File: config.mk
export PLATFORM = sky130hd
export DESIGN_NAME = serial_async_rx
export DESIGN_NICKNAME = d
export VERILOG_FILES = /design/src/rtl/serial_async_rx.sv
export SDC_FILE = /design/constraint.sdc
export NUM_CORES = 1
export LEC_CHECK = 0
export CAP_MARGIN = 20
export CORE_ASPECT_RATIO = 0.5
export CORE_UTILIZATION = 30
export DETAILED_ROUTE_END_ITERATION = 8
export PLACE_DENSITY = 0.46
export SYNTH_ARGS = -nofsm -noshare
export SYNTH_HDL_FRONTEND = slang
export SYNTH_SLANG_ARGS = --single-unit
File: constraint.sdc
create_clock -name in_clk -period 3.7 [get_ports in_clk]
set_clock_uncertainty 0.05 [all_clocks]
set_input_delay 0.74 -clock in_clk [delete_from_list [all_inputs] [get_ports in_clk]]
set_output_delay 0.74 -clock in_clk [all_outputs]
set_load 0.01 [all_outputs]
File: src/rtl/serial_async_rx.sv
// ---------------------------------------------------------------------------
// serial_async_rx
//   Asynchronous serial receiver (UART-style framing: start, BITS data,
//   optional even parity, STOP_BITS stop). Bits are sampled at mid-bit, timed
//   from the synchronized falling edge of the start bit.
//
//   Optional feature macro: SERIAL_RX_PARITY_EN
//     defined   -> one even-parity bit follows the data bits.
//     undefined -> no parity bit is expected; out_parity_err is tied to 0.
//
//   Ports
//     in_clk             main clock, rising edge
//     in_rst             asynchronous active-low reset
//     in_enable          permits acceptance of a new start bit
//     in_serial          asynchronous serial line, idle high
//     out_ready          high while idle and waiting for a start bit
//     out_word_finished  one-cycle strobe: word and error flags just updated
//     out_parallel       last received word
//     out_frame_err      last word had a low stop bit
//     out_parity_err     last word failed even parity
//
//   State         | meaning
//   ST_READY      | idle, waiting for a falling edge with in_enable high
//   ST_START      | timing to mid start bit, rejects glitches
//   ST_DATA       | sampling BITS data bits
//   ST_PARITY     | sampling the parity bit
//   ST_STOP       | sampling STOP_BITS stop bits, delivers the word
// ---------------------------------------------------------------------------
module serial_async_rx #(
    parameter int MAIN_CLK_HZ   = 50_000_000,
    parameter int SERIAL_CLK_HZ = 9_600,
    parameter int BITS          = 8,
    parameter int STOP_BITS     = 1,
    parameter bit LOWBIT_FIRST  = 1'b1
) (
    input  logic            in_clk,
    input  logic            in_rst,
    input  logic            in_enable,
    input  logic            in_serial,
    output logic            out_ready,
    output logic            out_word_finished,
    output logic [BITS-1:0] out_parallel,
    output logic            out_frame_err,
    output logic            out_parity_err
);

    localparam int DIV    = MAIN_CLK_HZ / SERIAL_CLK_HZ;
    localparam int CNT_W  = $clog2(DIV) + 1;
    localparam int BC_MAX = (BITS > STOP_BITS) ? BITS : STOP_BITS;
    localparam int BC_W   = $clog2(BC_MAX) + 1;

    localparam logic [CNT_W-1:0] HALF_TC   = CNT_W'(DIV / 2 - 1);
    localparam logic [CNT_W-1:0] FULL_TC   = CNT_W'(DIV - 1);
    localparam logic [BC_W-1:0]  LAST_DATA = BC_W'(BITS - 1);
    localparam logic [BC_W-1:0]  LAST_STOP = BC_W'(STOP_BITS - 1);

    typedef enum logic [2:0] {
        ST_READY  = 3'd0,
        ST_START  = 3'd1,
        ST_DATA   = 3'd2,
        ST_PARITY = 3'd3,
        ST_STOP   = 3'd4
    } state_t;

    state_t            state_q;
    state_t            state_d;
    logic [1:0]        sync_q;
    logic              s;
    logic              s_prev;
    logic              start_edge;
    logic              tick;
    logic [CNT_W-1:0]  baud_cnt;
    logic [BC_W-1:0]   bit_cnt;
    logic [BITS-1:0]   shift_q;
    logic              frame_acc;
`ifdef SERIAL_RX_PARITY_EN
    logic              par_acc;
`endif

    assign s          = sync_q[1];
    assign start_edge = s_prev & ~s & in_enable;

    // First sample lands half a bit after the edge, every later one a full bit on.
    assign tick = (state_q == ST_START) ? (baud_cnt == HALF_TC) : (baud_cnt == FULL_TC);

    // Synchronizer plus one extra flop for falling-edge detection; all idle high.
    always_ff @(posedge in_clk or negedge in_rst) begin
        if (!in_rst) begin
            sync_q <= 2'b11;
            s_prev <= 1'b1;
        end else begin
            sync_q <= {sync_q[0], in_serial};
            s_prev <= s;
        end
    end

    always_ff @(posedge in_clk or negedge in_rst) begin
        if (!in_rst) state_q <= ST_READY;
        else         state_q <= state_d;
    end

    always_comb begin
        state_d = state_q;
        case (state_q)
            ST_READY:  if (start_edge) state_d = ST_START;
            ST_START:  if (tick) state_d = s ? ST_READY : ST_DATA;
            ST_DATA: begin
                if (tick && bit_cnt == LAST_DATA) begin
`ifdef SERIAL_RX_PARITY_EN
                    state_d = ST_PARITY;
`else
                    state_d = ST_STOP;
`endif
                end
            end
            ST_PARITY: if (tick) state_d = ST_STOP;
            ST_STOP:   if (tick && bit_cnt == LAST_STOP) state_d = ST_READY;
            default:   state_d = ST_READY;
        endcase
    end

    always_comb begin
        out_ready = (state_q == ST_READY);
    end

    always_ff @(posedge in_clk or negedge in_rst) begin
        if (!in_rst) begin
            baud_cnt          <= '0;
            bit_cnt           <= '0;
            shift_q           <= '0;
            frame_acc         <= 1'b0;
            out_parallel      <= '0;
            out_frame_err     <= 1'b0;
            out_word_finished <= 1'b0;
`ifdef SERIAL_RX_PARITY_EN
            par_acc           <= 1'b0;
            out_parity_err    <= 1'b0;
`endif
        end else begin
            out_word_finished <= 1'b0;

            case (state_q)
                ST_START, ST_DATA, ST_PARITY, ST_STOP:
                    baud_cnt <= tick ? '0 : baud_cnt + 1'b1;
                default:
                    baud_cnt <= '0;
            endcase

            case (state_q)
                ST_READY: begin
                    bit_cnt   <= '0;
                    frame_acc <= 1'b0;
`ifdef SERIAL_RX_PARITY_EN
                    par_acc   <= 1'b0;
`endif
                end
                ST_DATA: begin
                    if (tick) begin
                        if (LOWBIT_FIRST) shift_q <= {s, shift_q[BITS-1:1]};
                        else              shift_q <= {shift_q[BITS-2:0], s};
                        bit_cnt <= (bit_cnt == LAST_DATA) ? '0 : bit_cnt + 1'b1;
`ifdef SERIAL_RX_PARITY_EN
                        par_acc <= par_acc ^ s;
`endif
                    end
                end
                ST_PARITY: begin
`ifdef SERIAL_RX_PARITY_EN
                    if (tick) par_acc <= par_acc ^ s;
`endif
                end
                ST_STOP: begin
                    if (tick) begin
                        if (bit_cnt == LAST_STOP) begin
                            // Word and flags load together with the strobe.
                            out_parallel      <= shift_q;
                            out_frame_err     <= frame_acc | ~s;
                            out_word_finished <= 1'b1;
`ifdef SERIAL_RX_PARITY_EN
                            out_parity_err    <= par_acc;
`endif
                        end else begin
                            bit_cnt   <= bit_cnt + 1'b1;
                            frame_acc <= frame_acc | ~s;
                        end
                    end
                end
                default: ;
            endcase
        end
    end

`ifndef SERIAL_RX_PARITY_EN
    assign out_parity_err = 1'b0;
`endif

endmodule

==> results.toml, run 1 <==
[pwr]
ir_drop_v = 0.0001573
powerDensity_mw_per_mm2 = 451.7
power_leakage_nw = 1.053

[sta]
slew_headroom = 0.3611
grt_setup_unrepaired = "no"
setup_viol = 0
fin_crit_sh = 0.7266
fin_ws_ns = 1.012
report.final.slew_viol_count = 0
max_freq_mhz = 372.0
tightest_slew_ns = 0.9583
fin_tns_setup_ns = 0
period_minus_slack_ns = 2.688
hold_violations = 0

[yosys]
synth.yosys.seq_area_share = 0.5224
ys_warn_count = 0
yosysUniqueCellTypes = 47
ys_ff_latch = 43
yosys_most_used_dff = "dfrtp_1"
syn-num-nets = 190
synth_cells = 183
synth_top_area_frac = 0.4843
syn_area_per_cell_um2 = 11.29
synth.area.top_cells = "dfrtp_1 (48%), mux2_2 (9.3%), xor2_1 (4.2%), nor2_1 (4.0%), dfstp_2 (3.8%)"
synth_largest_area_cell = "dfrtp_1"
synth_area_mm2 = 0.002067
synth_edf_count = 0
ys_async_sr_fraction = 1.000

[worst_setup_path]
r2r_end = "out_parallel[6]"
required_ns = 3.82
worstPathArrival_ns = 2.80
ff2ff_setup_slack_ns = 1.01
crit_path_cell_trace = "ha_1 > or4b_2 > a2111oi_4 > mux2_2"
start_kind = "flip-flop"
reg2reg_from = "baud_cnt[0]"
r2r_cells = 4
crit_buf_inv = 0
critPathMaxFanout = 10
cp_top_family = "simple AND/OR/NAND/NOR gates"
crit_type = "flip-flop to flip-flop"
cpPeakStageDelay_ns = 0.76
worst_path_max_delay_cell = "or4b_2"
end_kind = "flip-flop"

[clock_tree]
post_cts_resize_count = 0
htree_levels = 2
clock_latency_ns = 0.28
cts_root_buf = "clkbuf_16"
ctsHoldBuffers = 0
cts_max_path_buffers = 2
cts.clk_slew.worst_paths_ns = 0.06
tritoncts = "yes"
cts_buffers = 5
cts_sinks = 43
post-cts-setup-buffer-count = 0

[floorplan]
die_y_um = 60.70
dieWidth_um = 119.4
die_area_mm2 = 0.007246
start_util = 0.3252
num_io_pins = 16
num_rows = 20
core-area_mm2 = 0.006356

[global_route]
grt_use_total = 0.1247
gr-total-overflow = 0
grt_pass1_vias = 1352
antenna_found_initial = 0
grt_pass1_wl_um = 6927
grt_max_degree = 44

[routing]
drt-total-wl_um = 3921
vias = 1391
routed_via_density = 4.864
first_pass_iters = 4
drcViolationCount = 0
drt_first_iter_violations = 40
ant_nets = 0
wire_per_inst_um = 13.71

[hold_path]
min_path_cells = 0
holdPathEnd = "sync_q[1]"
hold_start = "sync_q[0]"
hold_path_class = "flip-flop to flip-flop"

[placement]
io_buffer_count = 14
post-dp-hpwl_um = 2703
gp_congestion = 0.7555
dp_slack_ns = 0.9914

[final_layout]
layout-drive-gt1-share = 0.1919
diodes = 0
final_nets = 204
multiInputGateArea_um2 = 938.4
nFillCells = 634
area_growth_pct = 17.92
seq_area_mm2 = 0.001080

[status]
status = "completed"

[run]
cap_violations = 0
[worst reg2reg max path: cells and delay by family (launching register included)]
kind            cells  cell delay (ns)
simple gates        1             0.76
fa+ha+maj           1             0.25
flops               1             0.38
mux                 1             0.42
compound gates      1             0.71
[synthesized netlist by cell type (2+ instances only)]
library cell,n
dfrtp_1,40
nor2_1,22
mux2_2,17
nand2_1,10
xor2_1,10
nand3_1,8
clkbuf_1,5
inv_1,5
a21oi_1,4
nand2b_1,4
o21ai_0,4
and3_1,3
dfstp_2,3
ha_1,3
nand4_1,3
nor3_1,3
xnor2_1,3
a21o_1,2
a22o_1,2
nand4b_1,2
nand4bb_1,2
nor3b_1,2
or4_1,2
[worst max path at each step]
stage	startpoint	end	slack, ns	cells after the start
after floorplan	baud_cnt[0]	out_parallel[0]	1.21	5
after global placement	state_q[0]	shift_q[6]	1.01	5
after detailed placement	state_q[0]	shift_q[4]	0.99	5
after CTS	state_q[0]	shift_q[4]	0.96	5
after global routing	state_q[0]	shift_q[6]	0.75	5
final	baud_cnt[0]	out_parallel[6]	1.01	4
[layout by cell type (no fill, tap or decap), types with 2 or more instances in the layout]
master           count
o21ai_0              4
dfstp_2              3
a22o_1               2
nand4b_1             2
clkdlybuf4s50_1     13
ha_1                 3
inv_1                5
nand4_1              3
a21o_1               2
nor3_1               3
and3_1               3
nand2b_1             4
nand3_1              8
nand2_1             10
or4_1                2
xor2_1              10
nor3b_1              2
mux2_2              17
clkbuf_16            5
nor2_1              22
xnor2_1              3
dfrtp_1             40
nand4bb_1            2
a21oi_1              4
[stage by stage]
stage / utilization / power [mW] / cell area (um^2) / hold WS [ns] / instances
after global routing: 0.3835 / 1.166 / 2437 / 0.3086 / 286
after CTS: 0.3835 / 1.122 / 2437 / 0.3078 / 286
after global placement: 0.3591 / 0.6611 / 2282 / 0.2957 / 278
after floorplan: - / 0.6257 / 2067 / 0.2952 / 183
after detailed placement: 0.3591 / 0.6651 / 2282 / 0.2985 / 278
final: 0.3835 / 1.101 / 2437 / 0.3075 / 286
[flip-flops by register name, summed over array words and instances (netlist names)]
register and count:
frame_acc 1, bit_cnt 4, shift_q 8, out_frame_err 1
sync_q 2, baud_cnt 14, state_q 3, out_word_finished 1
out_parallel 8, s_prev 1
[layer usage]
layer	routed length [um]	global-route usage	vias to the layer above
met2	1624	0.1836	28
met5	0	0	-
met3	169	0.03665	5
met1	2097	0.1767	679
li1	-	-	679
met4	30	0.04286	0
[power breakdown]
group / switching, mW / internal (mW) / total (mW)
Sequential: 0.0358 / 0.496 / 0.532
Clock: 0.178 / 0.269 / 0.448
Combinational: 0.0753 / 0.0466 / 0.122
[area by class of cell]
| type | instances | share of cell area |
|---|---|---|
| clock buffer | 6 | 0.05698 |
| clock inverter | 2 | 0.006674 |
| inverter | 5 | 0.007700 |
| multi-input combinational | 128 | 0.3850 |
| sequential | 43 | 0.4430 |
| tap | 88 | 0.04517 |
| timing repair buffer | 14 | 0.05544 |
[kinds of logic after synthesis]
kind of cell / after synthesis / share of synthesized area
AOI/OAI and AO/OA: 19 / 0.07204
xor gates and xnor gates: 13 / 0.05509
adders and majority gates: 3 / 0.01816
buffers and inverters: 12 / 0.02361
DFF: 43 / 0.5224
muxes: 17 / 0.09261
other: 1 / 0.001814
and+or+nand+nor: 75 / 0.2143
Power figures use the tool's default switching activity.
==> inputs of run 2 (changes only) <==
==> constraint.sdc (replaced) <==
create_clock -name in_clk -period 2.64 [get_ports in_clk]
set_clock_uncertainty 0.05 [all_clocks]
set_input_delay 0.528 -clock in_clk [delete_from_list [all_inputs] [get_ports in_clk]]
set_output_delay 0.528 -clock in_clk [all_outputs]
set_load 0.01 [all_outputs]
==> results.toml, run 2 (synthesis gave the netlist of run 1 again) <==
[global_route]
antenna_found_initial = 0
gr-total-overflow = 0
grtUsageMet1 = 0.1703
grt_use_total = 0.1257
met2_usage = 0.1968
use_met3 = 0.03571
grt_max_degree = 19
grt_busiest_layer = "met2"
grt_pass1_vias = 1400
grt_pass1_wl_um = 6865

[routing]
vias = 1386
wire_per_inst_um = 13.58
drt_first_iter_violations = 58
ant_nets = 0
drcViolationCount = 0
drt-total-wl_um = 4032
first_pass_iters = 4
routed_via_density = 4.667

[pwr]
power_mw = 1.519
powerDensity_mw_per_mm2 = 606.2
power_leakage_nw = 1.103
ir_drop_v = 0.0002191

[sta]
slew_headroom = 0.6375
max_freq_mhz = 405.2
period_minus_slack_ns = 2.468
setup_viol = 0
tightest_slew_ns = 0.5426
timing.hold.ws_ns = 0.08083
hold_violations = 0
report.final.slew_viol_count = 0
fin_crit_sh = 0.9347
fin_tns_setup_ns = 0
grt_setup_unrepaired = "no"

[status]
status = "completed"

[clock_tree]
clock_latency_ns = 0.28
cts_root_buf = "clkbuf_16"
cts_buffers = 5
htree_levels = 2
post-cts-setup-buffer-count = 0
cts.clk_slew.worst_paths_ns = 0.06
post_cts_resize_count = 0
ctsHoldBuffers = 0
cts_max_path_buffers = 2
tritoncts = "yes"
cts_sinks = 43

[floorplan]
num_io_pins = 16
dieWidth_um = 119.4
num_rows = 20
die_y_um = 60.70
core-area_mm2 = 0.006356
die_area_mm2 = 0.007246
start_util = 0.3252

[final_layout]
final_common_cell = "dfrtp_1"
area_growth_pct = 21.25
regMostFlops = "baud_cnt"
largest_reg_flops = 14
reg_top3 = "baud_cnt (14), out_parallel (8), shift_q (8)"
final_nets = 215
diodes = 0
layout-drive-gt1-share = 0.2297
final_cells = 297
layout_common_cells = "dfrtp_1 (40), nor2_1 (22), mux2_2 (17)"

[worst_setup_path]
worstPathArrival_ns = 2.58
critPathMaxFanout = 10
reg2reg_from = "baud_cnt[0]"
required_ns = 2.75
r2r_end = "out_parallel[0]"
r2r_cells = 5
end_kind = "flip-flop"
crit_type = "flip-flop to flip-flop"
worst_path_max_delay_cell = "or4b_2"
start_kind = "flip-flop"
cpPeakStageDelay_ns = 0.76
crit_path_cell_trace = "ha_1 > or4b_2 > a2111oi_4 > buf_4 > mux2_2"
ff2ff_setup_slack_ns = 0.17

[placement]
io_buffer_count = 14
dpl.cell_count = 289
post-dp-hpwl_um = 2906
gp_congestion = 0.8048

[run]
cap_violations = 0

[hold_path]
hold_path_class = "primary input to async pin"
[run 2: cell types whose count changed in the layout (fill, tap and decap cells not counted), sizes merged]
cell,before,now
buf,1,12
[run 2: cell type report]
class | instances | area, um^2
repair buffers | 25 | 217.7
fillers | 631 | 3850
well taps | 88 | 110.1
clock inverters | 2 | 12.51
flip-flops and latches | 43 | 1080
inverters | 5 | 18.77
multi-input cells | 128 | 938.4
clock buffers | 6 | 128.9
[run 2: per-layer routing]
metal	routed length, um	up-vias	share of wire
li1	-	698	-
met3	217	2	0.054
met4	14	0	0.0035
met1	2096	656	0.52
met5	0	-	0
met2	1704	30	0.42
[run 2: worst max path at each step]
stage | from | end | slack, ns | cells past startpoint
2_1_floorplan | baud_cnt[0] | out_parallel[0] | 0.15 | 5
3_5_place_dp | baud_cnt[0] | out_parallel[0] | 0.16 | 5
3_3_place_gp | baud_cnt[0] | out_parallel[7] | 0.23 | 5
6_report | baud_cnt[0] | out_parallel[0] | 0.17 | 5
5_1_grt | baud_cnt[0] | out_parallel[6] | 0.06 | 5
4_1_cts | baud_cnt[0] | out_parallel[0] | 0.15 | 5
[run 2: stage by stage]
step,area [um^2],setup WS [ns],utilization
2_1_floorplan,2067,0.1527,-
3_3_place_gp,2365,0.2251,0.3720
3_5_place_dp,2365,0.1650,0.3720
4_1_cts,2506,0.1512,0.3943
5_1_grt,2506,0.05739,0.3943
6_report,2506,0.1723,0.3943
[run 2: report_power, final]
group / internal (mW) / switching, mW / total, mW / leakage [nW]
combinational: 0.0759 / 0.118 / 0.194 / 0.454
sequential: 0.695 / 0.0413 / 0.736 / 0.582
clock: 0.349 / 0.240 / 0.589 / 0.0669
[run 2: critical path: cells and delay by family (launching register included)]
| kind | cells | cell delay (ns) |
|---|---|---|
| compound gates | 1 | 0.31 |
| fa+ha+maj | 1 | 0.26 |
| buf+inv | 1 | 0.24 |
| flops | 1 | 0.38 |
| mux | 1 | 0.35 |
| simple gates | 1 | 0.76 |
==> inputs of run 3 (changes only) <==
--- a/config.mk
+++ b/config.mk
@@ -7,9 +7,10 @@
 export LEC_CHECK = 0
 export CAP_MARGIN = 20
 export CORE_ASPECT_RATIO = 0.5
-export CORE_UTILIZATION = 30
+export CORE_UTILIZATION = 45
 export DETAILED_ROUTE_END_ITERATION = 8
-export PLACE_DENSITY = 0.46
+export PLACE_DENSITY = 0.63
+export REMOVE_ABC_BUFFERS = 1
 export SYNTH_ARGS = -nofsm -noshare
 export SYNTH_HDL_FRONTEND = slang
 export SYNTH_SLANG_ARGS = --single-unit
==> results.toml, run 3 (synthesis gave the netlist of run 1 again) <==
[status]
status = "completed"

[clock_tree]
cts.clk_slew.worst_paths_ns = 0.08
cts_sinks = 43
cts_max_path_buffers = 2
htree_levels = 2
post_cts_resize_count = 0
clock_latency_ns = 0.29
post-cts-setup-buffer-count = 0
cts_buffers = 5
cts_root_buf = "clkbuf_8"
ctsHoldBuffers = 0
tritoncts = "yes"

[routing]
drt_first_iter_violations = 53
wire_per_inst_um = 14.80
drt-total-wl_um = 3834
vias = 1400
ant_nets = 0
drcViolationCount = 0
first_pass_iters = 4
routed_via_density = 5.405

[final_layout]
regMostFlops = "baud_cnt"
layout_common_cells = "dfrtp_1 (40), nor2_1 (22), mux2_2 (17)"
final_common_cell = "dfrtp_1"
nFillCells = 365
reg_top3 = "baud_cnt (14), out_parallel (8), shift_q (8)"
final_nets = 211
final_cells = 259
design_area_mm2 = 0.002396
multiInputGateArea_um2 = 938.4
area_growth_pct = 15.92
postLayoutCoreUtil = 0.5782
largest_reg_flops = 14
layout-drive-gt1-share = 0.2195
diodes = 0
seq_area_mm2 = 0.001080

[sta]
fin_ws_ns = 0.1741
slew_headroom = 0.3690
fin_crit_sh = 0.9340
timing.hold.ws_ns = 0.3079
setup_viol = 0
tightest_slew_ns = 0.9465
max_freq_mhz = 405.5
hold_violations = 0
grt_setup_unrepaired = "no"
period_minus_slack_ns = 2.466
fin_tns_setup_ns = 0
report.final.slew_viol_count = 0

[placement]
post-dp-hpwl_um = 2754
dp_slack_ns = 0.1868
placed_cell_area_mm2 = 0.002292
dpl.cell_count = 251
gp_congestion = 0.7832
io_buffer_count = 14

[global_route]
gr-total-overflow = 0
grt_pass1_vias = 1394
grt_max_degree = 44
antenna_found_initial = 0
grt_pass1_wl_um = 6755
grt_use_total = 0.1825

[pwr]
ir_drop_v = 0.0003350
powerDensity_mw_per_mm2 = 581.8
power_mw = 1.394
power_leakage_nw = 1.067

[worst_setup_path]
reg2reg_from = "baud_cnt[0]"
start_kind = "flip-flop"
crit_type = "flip-flop to flip-flop"
r2r_cells = 5
required_ns = 2.77
critPathMaxFanout = 10
startpoint = "baud_cnt[0]"
end_kind = "flip-flop"
endpoint = "out_parallel[1]"
ff2ff_setup_slack_ns = 0.17
worstPathArrival_ns = 2.60
r2r_end = "out_parallel[1]"

[floorplan]
dieWidth_um = 97.85
start_util = 0.4988
die_area_mm2 = 0.004885
num_rows = 16
core-area_mm2 = 0.004144
die_y_um = 49.93
num_io_pins = 16

[run]
cap_violations = 0

[hold_path]
hold_path_class = "flip-flop to flip-flop"
-- run 3: worst max-delay path, stage by stage (launching register included) --
cell	delay (ns)
dfrtp_1	0.39
ha_1	0.27
or4b_2	0.76
a2111oi_4	0.31
buf_4	0.23
mux2_2	0.34
-- run 3: report_power, final --
part	internal, mW	switching, mW	leakage, nW
logic	0.0785	0.120	0.434
registers	0.694	0.0427	0.582
clock network	0.238	0.221	0.0505
total	1.01	0.384	1.07
-- run 3: routing by layer --
layer,track usage,up-vias,wire (um)
li1,-,692,-
met1,0.2694,682,2019
met2,0.2582,22,1580
met3,0.04681,4,186
met4,0.06061,0,46
met5,0,-,0
-- run 3: worst min-delay path by stage --
stage                        endpoint  cells after the start      start  slack [ns]
after floorplan           baud_cnt[0]                      0     in_rst        0.18
after global placement      sync_q[1]                      0  sync_q[0]        0.30
after detailed placement    sync_q[1]                      0  sync_q[0]        0.30
after CTS                   sync_q[1]                      0  sync_q[0]        0.31
after global routing        sync_q[1]                      0  sync_q[0]        0.32
final                       sync_q[1]                      0  sync_q[0]        0.31
-- run 3: final cells by class --
cell class	instances	area share
Tap cell	54	0.02820
Multi-Input combinational cell	128	0.3916
Clock inverter	1	0.003133
Inverter	5	0.007833
Timing Repair Buffer	21	0.07833
Clock buffer	7	0.04021
Sequential cell	43	0.4507
